### config.mk
export PLATFORM = sky130hd
export DESIGN_NAME = state_dwell_monitor_flat
export DESIGN_NICKNAME = d
export VERILOG_FILES = /design/src/rtl/state_mon_pkg.sv /design/src/rtl/state_dwell_monitor_if.sv /design/src/rtl/state_evt_fifo.sv /design/src/rtl/state_dwell_monitor.sv /design/src/flat_wrapper.sv
export SDC_FILE = /design/constraint.sdc
export NUM_CORES = 1
export LEC_CHECK = 0
export CELL_PAD_IN_SITES_DETAIL_PLACEMENT = 0
export CELL_PAD_IN_SITES_GLOBAL_PLACEMENT = 1
export CORE_UTILIZATION = 30
export DETAILED_ROUTE_END_ITERATION = 8
export GPL_ROUTABILITY_DRIVEN = 0
export GPL_TIMING_DRIVEN = 0
export HOLD_SLACK_MARGIN = 0.12
export PLACE_DENSITY_LB_ADDON = 0.1
export SLEW_MARGIN = 20
export SYNTH_ARGS = -nofsm -noshare
export SYNTH_HDL_FRONTEND = slang
export SYNTH_HIERARCHICAL = 1
export SYNTH_SLANG_ARGS = --single-unit
### constraint.sdc
create_clock -name clk -period 6.27 [get_ports clk]
set_input_delay 1.881 -clock clk [delete_from_list [all_inputs] [get_ports clk]]
set_output_delay 1.881 -clock clk [all_outputs]
set_load 0.01 [all_outputs]
### src/rtl/state_mon_pkg.sv
// Shared types and widths for the FSM state dwell monitor.
package state_mon_pkg;

    localparam int unsigned StateW = 2;
    localparam int unsigned CntW   = 16;
    localparam int unsigned EvtW   = 2 * StateW + CntW;

    typedef enum logic [StateW-1:0] {
        STATE0 = 2'd0,
        STATE1 = 2'd1,
        STATE2 = 2'd2,
        STATE3 = 2'd3
    } state_t;

    // Transition record as it appears on evt_data, MSB first.
    typedef struct packed {
        state_t            from_state;
        state_t            to_state;
        logic [CntW-1:0]   dwell;
    } state_evt_t;

endpackage

### src/rtl/state_dwell_monitor_if.sv
// Valid/ready stream carrying transition records out of the monitor.
interface state_dwell_monitor_if
    import state_mon_pkg::*;
#(
    parameter int unsigned DATA_W = EvtW
) ();

    logic              evt_valid;
    logic              evt_ready;
    logic [DATA_W-1:0] evt_data;

    modport master (output evt_valid, output evt_data, input evt_ready);
    modport slave  (input evt_valid, input evt_data, output evt_ready);

endinterface

### src/rtl/state_evt_fifo.sv
// Synchronous first-word-fall-through FIFO; head data reads as zero when empty.
module state_evt_fifo #(
    parameter int unsigned WIDTH = 20,
    parameter int unsigned DEPTH = 8
) (
    input  logic                     clk,
    input  logic                     reset,
    input  logic                     clear_i,
    input  logic                     push_i,
    input  logic [WIDTH-1:0]         data_i,
    input  logic                     pop_i,
    output logic [WIDTH-1:0]         data_o,
    output logic                     full_o,
    output logic [$clog2(DEPTH):0]   count_o
);

    localparam int unsigned AddrW = $clog2(DEPTH);
    localparam logic [AddrW:0] FullCnt = (AddrW + 1)'(DEPTH);

    logic [AddrW-1:0] wr_ptr_q, wr_ptr_d;
    logic [AddrW-1:0] rd_ptr_q, rd_ptr_d;
    logic [AddrW:0]   count_q, count_d;
    logic [WIDTH-1:0] mem_q [DEPTH];
    logic [WIDTH-1:0] mem_d [DEPTH];
    logic             empty, full, do_push, do_pop;

    assign empty   = (count_q == '0);
    assign full    = (count_q == FullCnt);
    // When full, a push is still accepted if the head leaves on the same edge.
    assign do_pop  = pop_i && !empty;
    assign do_push = push_i && (!full || do_pop);

    always_comb begin
        mem_d    = mem_q;
        wr_ptr_d = wr_ptr_q;
        rd_ptr_d = rd_ptr_q;
        count_d  = count_q;
        if (do_push) begin
            mem_d[wr_ptr_q] = data_i;
            wr_ptr_d        = wr_ptr_q + 1'b1;
        end
        if (do_pop) begin
            rd_ptr_d = rd_ptr_q + 1'b1;
        end
        case ({do_push, do_pop})
            2'b10:   count_d = count_q + 1'b1;
            2'b01:   count_d = count_q - 1'b1;
            default: count_d = count_q;
        endcase
        if (clear_i) begin
            wr_ptr_d = '0;
            rd_ptr_d = '0;
            count_d  = '0;
        end
    end

    always_ff @(posedge clk) begin
        if (reset) begin
            wr_ptr_q <= '0;
            rd_ptr_q <= '0;
            count_q  <= '0;
        end else begin
            wr_ptr_q <= wr_ptr_d;
            rd_ptr_q <= rd_ptr_d;
            count_q  <= count_d;
        end
    end

    always_ff @(posedge clk) begin
        mem_q <= mem_d;
    end

    assign data_o  = empty ? '0 : mem_q[rd_ptr_q];
    assign full_o  = full;
    assign count_o = count_q;

endmodule

### src/rtl/state_dwell_monitor.sv
// Measures how long an FSM holds each state and logs every transition to a FIFO,
// with an overstay pulse and sticky/counting record-loss status.
module state_dwell_monitor
    import state_mon_pkg::*;
#(
    parameter int unsigned STATE_W = StateW,
    parameter int unsigned CNT_W   = CntW,
    parameter int unsigned DEPTH   = 8,
    parameter int unsigned TIMEOUT = 1000
) (
    input  logic                 clk,
    input  logic                 reset,
    input  logic                 en_i,
    input  logic                 clear_i,
    input  logic [STATE_W-1:0]   state_i,
    state_dwell_monitor_if.master evt,
    output logic                 timeout_o,
    output logic                 overflow_o,
    output logic [7:0]           drop_cnt_o
);

    localparam int unsigned DataW = 2 * STATE_W + CNT_W;
    localparam int unsigned AddrW = $clog2(DEPTH);
    localparam logic [CNT_W-1:0] CntMax     = '1;
    localparam logic [CNT_W-1:0] TimeoutVal = CNT_W'(TIMEOUT);

    logic               primed_q, primed_d;
    logic [STATE_W-1:0] prev_q, prev_d;
    logic [CNT_W-1:0]   dwell_q, dwell_d;
    logic               timeout_q, timeout_d;
    logic               overflow_q, overflow_d;
    logic [7:0]         drop_cnt_q, drop_cnt_d;

    logic               push_req, restart, pop;
    logic               fifo_full, fifo_valid;
    logic [AddrW:0]     fifo_count;
    logic [DataW-1:0]   fifo_rdata;

    assign fifo_valid = (fifo_count != '0);
    assign pop        = fifo_valid && evt.evt_ready;

    always_comb begin
        primed_d   = primed_q;
        prev_d     = prev_q;
        dwell_d    = dwell_q;
        timeout_d  = 1'b0;
        overflow_d = overflow_q;
        drop_cnt_d = drop_cnt_q;
        push_req   = 1'b0;
        restart    = 1'b0;
        if (clear_i) begin
            primed_d   = 1'b0;
            overflow_d = 1'b0;
            drop_cnt_d = '0;
        end else if (en_i) begin
            if (!primed_q) begin
                primed_d = 1'b1;
                prev_d   = state_i;
                dwell_d  = CNT_W'(1);
                restart  = 1'b1;
            end else if (state_i != prev_q) begin
                push_req = 1'b1;
                prev_d   = state_i;
                dwell_d  = CNT_W'(1);
                restart  = 1'b1;
            end else if (dwell_q != CntMax) begin
                dwell_d = dwell_q + 1'b1;
            end
            // Fire only on the edge that reaches TIMEOUT, never while parked there.
            timeout_d = (dwell_d == TimeoutVal) && (restart || (dwell_d != dwell_q));
            if (push_req && fifo_full && !pop) begin
                overflow_d = 1'b1;
                if (drop_cnt_q != 8'hff) begin
                    drop_cnt_d = drop_cnt_q + 1'b1;
                end
            end
        end
    end

    always_ff @(posedge clk) begin
        if (reset) begin
            primed_q   <= 1'b0;
            prev_q     <= '0;
            dwell_q    <= '0;
            timeout_q  <= 1'b0;
            overflow_q <= 1'b0;
            drop_cnt_q <= '0;
        end else begin
            primed_q   <= primed_d;
            prev_q     <= prev_d;
            dwell_q    <= dwell_d;
            timeout_q  <= timeout_d;
            overflow_q <= overflow_d;
            drop_cnt_q <= drop_cnt_d;
        end
    end

    state_evt_fifo #(
        .WIDTH (DataW),
        .DEPTH (DEPTH)
    ) u_fifo (
        .clk     (clk),
        .reset   (reset),
        .clear_i (clear_i),
        .push_i  (push_req),
        .data_i  ({prev_q, state_i, dwell_q}),
        .pop_i   (pop),
        .data_o  (fifo_rdata),
        .full_o  (fifo_full),
        .count_o (fifo_count)
    );

    assign evt.evt_valid = fifo_valid;
    assign evt.evt_data  = fifo_rdata;
    assign timeout_o     = timeout_q;
    assign overflow_o    = overflow_q;
    assign drop_cnt_o    = drop_cnt_q;

endmodule

### src/flat_wrapper.sv
// flat-port wrapper written by rule: the top's interface ports become plain ports
module state_dwell_monitor_flat import state_mon_pkg::*;
#(
    parameter int unsigned STATE_W = StateW,
    parameter int unsigned CNT_W   = CntW,
    parameter int unsigned DEPTH   = 8,
    parameter int unsigned TIMEOUT = 1000
)
  (clk, reset, en_i, clear_i, state_i, timeout_o, overflow_o, drop_cnt_o, evt_evt_valid, evt_evt_data, evt_evt_ready);
  state_dwell_monitor_if evt_i ();
  input  logic clk;
  input  logic reset;
  input  logic en_i;
  input  logic clear_i;
  input  logic [STATE_W-1:0] state_i;
  output logic timeout_o;
  output logic overflow_o;
  output logic [7:0] drop_cnt_o;
  output wire logic [$bits(evt_i.evt_valid)-1:0] evt_evt_valid;
  output wire logic [$bits(evt_i.evt_data)-1:0] evt_evt_data;
  input wire logic [$bits(evt_i.evt_ready)-1:0] evt_evt_ready;
  assign evt_evt_valid = evt_i.evt_valid;
  assign evt_evt_data = evt_i.evt_data;
  assign evt_i.evt_ready = evt_evt_ready;
  state_dwell_monitor #(.STATE_W(STATE_W), .CNT_W(CNT_W), .DEPTH(DEPTH), .TIMEOUT(TIMEOUT)) u_core (.clk(clk), .reset(reset), .en_i(en_i), .clear_i(clear_i), .state_i(state_i), .evt(evt_i), .timeout_o(timeout_o), .overflow_o(overflow_o), .drop_cnt_o(drop_cnt_o));
endmodule
==> flow_summary.toml <==
[floorplanning]
die_area_sq_um = 28700
rows = 60
core_region_area_sq_um = 27300
initial_utilization_pct = 30.9
fp.dieW_microns = 169
boundaryPins = 38
chipHeight_microns = 169

[timing]
rsz0062_at_grt = "no"
fmax_mhz = 207
setup_viol = 0
skew_ns = 0.0123
final_hold_viol_count = 0
period_needed_ns = 4.84
drv_slew = 0
min_period_over_period_pct = 77.2
fin_ws_ns = 1.43
tightest_slew_ns = 1.08
maxSlewHeadroom_pct = 28.1

[clock_network]
clk_pin_slew_ns = 0.07
hold_buffers = 0
cts_sinks = 199
clkLatencyLatePin_ns = 0.43
cts_resized = 0
cts_max_path_buffers = 2
cts_tree = "done"
cts_buffers = 17
cts_root_buffer = "clkbuf_16"
h-tree-depth = 4
post_cts_buffers = 0

[yosys]
synth.area.mux_share_pct = 13.9
synthDistinctLibCells = 53
synth-seq-cells = 199
synth_top_family_by_area = "multiplexers"
yosysSeqAreaShare_pct = 66.4
synth_compound_area_share_pct = 5.93
synth.avg_cell_area_sq_um = 15.4
synth_xor_area_share_pct = 1.67
synth-main-ff-cell = "edfxtp_1"
synth_async_sr_flop_share_pct = 0
synth_simple_gate_area_share_pct = 8.79
syn_nets = 561
syn_inst = 547
synthAdderAreaFrac_pct = 1.04
ys_warn_count = 6
synth_edf_count = 160
syn_area_sq_um = 8410

[power_and_ir_drop]
leakage_nw = 3.20
vdd_ir_drop_max_v = 0.000149
p_per_area_nw_per_um2 = 251

[critical_path]
slowest_delay_ns = 0.58
worst_setup_path_end_kind = "register"
crit_type = "input port to register"
cp_data_arrival_time_ns = 4.98
slowest_stage = "clkdlybuf4s50_1"
path_max_fanout = 10
start_kind = "input port"
path_cells = "clkdlybuf4s50_1 -> nand2b_1 -> clkbuf_1 -> a211oi_1 -> o21ai_4 -> nor3_2 -> buf_6 -> buf_6 -> buf_4"
crit_top_cell = "buf_6"
r2r_setup_slack_ns = 3.21
cp.required_ns = 6.41

[final_layout]
nets = 636
area_delta_synth_final_pct = 20.1
layout.core_utilization_pct = 37.1
final_area_sq_um = 10100
drive_above_1_share_pct = 19.1
antennaDiodeCount = 0

[route]
route.detailed.wl_per_inst_microns = 19.9
ant_nets = 0
vias_per_cell = 4.93
wl_microns = 20000
drcViolationCount = 0
vias = 4961
drt_first_pass_iters = 4
drt_iter0_drc = 448

[grt]
grt_pass1_vias = 5007
grt_overflow = 0
grtUsageTotal_pct = 14.7
grt_pass1_wl_microns = 30600
antenna_found_initial = 0
grt_start_max_net_pins = 20

[min_path]
hp-class = "register to register"

[placement]
portBuffers = 37
dp_hpwl_microns = 13800
postPlaceCellArea_sq_um = 9520
dp_slack_ns = 0.885

[run_status]
status = "completed"

[flow_run]
drv_cap = 0
==> layout make-up <==
cell class                 instances  area [sq um]
sequential                       199          5590
inverter                          11          41.3
buffer                            34           149
tap                              372           465
timing repair buffer              56           592
fill                            2601         17100
clock buffer                      18           429
clock inverter                    14           159
multi-input combinational        303          2690
==> layout by cell type, fill, tap and decap left out, drive strengths merged, types with 3 or more instances in the layout <==
| cell type | n |
|---|---|
| clkinvlp | 3 |
| buf | 36 |
| a21oi | 20 |
| nand2b | 6 |
| a31o | 3 |
| nand2 | 19 |
| a211oi | 5 |
| clkbuf | 35 |
| and4 | 5 |
| dfxtp | 39 |
| xnor2 | 9 |
| or4 | 3 |
| o21ai | 15 |
| xor2 | 7 |
| clkinv | 4 |
| ha | 7 |
| mux4 | 40 |
| nor3 | 8 |
| a2111oi | 3 |
| mux2i | 27 |
| a31oi | 5 |
| edfxtp | 160 |
| nand4 | 14 |
| nor2 | 48 |
| a41oi | 4 |
| nor4 | 6 |
| clkdlybuf4s50 | 37 |
| and3 | 4 |
| inv | 17 |
| nand3 | 9 |
| or3 | 9 |
==> layer usage <==
layer / track usage, % / part of all wire, %
met5: 0 / 0
met4: 4.07 / 1.1
met3: 2.57 / 4.0
met2: 24.4 / 49
met1: 19.8 / 46
==> synthesized netlist by cell type, types with 3 or more instances <==
cell type | n | share of area [%]
a21oi_1 | 20 | 1.2
a31oi_1 | 4 | 0.30
xor2_1 | 7 | 0.73
and3_1 | 4 | 0.30
nor4_1 | 6 | 0.45
and4_1 | 5 | 0.52
nand2_1 | 19 | 0.85
mux4_2 | 40 | 11
nand3_1 | 9 | 0.54
nor3_1 | 8 | 0.48
inv_1 | 11 | 0.49
a31o_2 | 3 | 0.31
dfxtp_1 | 39 | 9.3
mux2i_1 | 27 | 3.2
o21ai_0 | 14 | 0.83
ha_1 | 7 | 1.0
clkbuf_1 | 17 | 0.76
or3_1 | 9 | 0.67
a41oi_1 | 4 | 0.42
nor2_1 | 48 | 2.1
nand2b_1 | 6 | 0.45
a211oi_1 | 5 | 0.45
buf_2 | 11 | 0.65
nand4_1 | 14 | 1.0
xnor2_1 | 9 | 0.94
buf_1 | 5 | 0.22
edfxtp_1 | 160 | 57
==> path summary, 6_finish.rpt <==
check,end,depth (start not counted),start
worst max register to register,u_core/u_fifo/mem_q[104],7,u_core/prev_q[0]
worst min-delay path,u_core/overflow_o,2,u_core/overflow_o
worst max-delay path,u_core/u_fifo/mem_q[104],9,en_i
worst min register to register,u_core/overflow_o,2,u_core/overflow_o
==> through the flow <==
stage	instances	hold slack, ns	total power, W	setup TNS [ns]
floorplan	547	0.470	0.00146	0
global placement	956	0.448	0.00148	-143.47
detailed placement	975	0.439	0.00148	0
CTS	1007	0.453	0.00257	0
global route	1007	0.462	0.00263	0
finish	1007	0.446	0.00254	0
==> power breakdown <==
group	internal [W]	switching, W	leakage [nW]
clock	0.000568	0.000522	0.281
combinational	0.0000112	0.0000210	0.994
sequential	0.00141	0.00000444	1.93
total	0.00199	0.000548	3.20
==> registers in the layout, indices dropped and copies added, names as in the netlist <==
register                count
u_core/u_fifo/mem_q       160
u_core/u_fifo/wr_ptr_q      3
u_core/primed_q             1
u_core/timeout_o            1
u_core/u_fifo/count_o       4
u_core/prev_q               2
u_core/drop_cnt_o           8
u_core/dwell_q             16
u_core/u_fifo/rd_ptr_q      3
u_core/overflow_o           1
==> cells by family after synthesis <==
group / Yosys count
and+or+nand+nor: 143
adders and majority gates: 7
AOI/OAI and AO/OA: 70
DFF: 199
buffers and inverters: 45
xor gates and xnor gates: 16
muxes: 67
==> critical path, delay by kind of cell <==
family | cells | cell delay, ns
compound gates | 2 | 0.79
buf+inv | 5 | 1.48
simple gates | 2 | 0.81
Note: power is estimated with default switching activity, not from simulation.
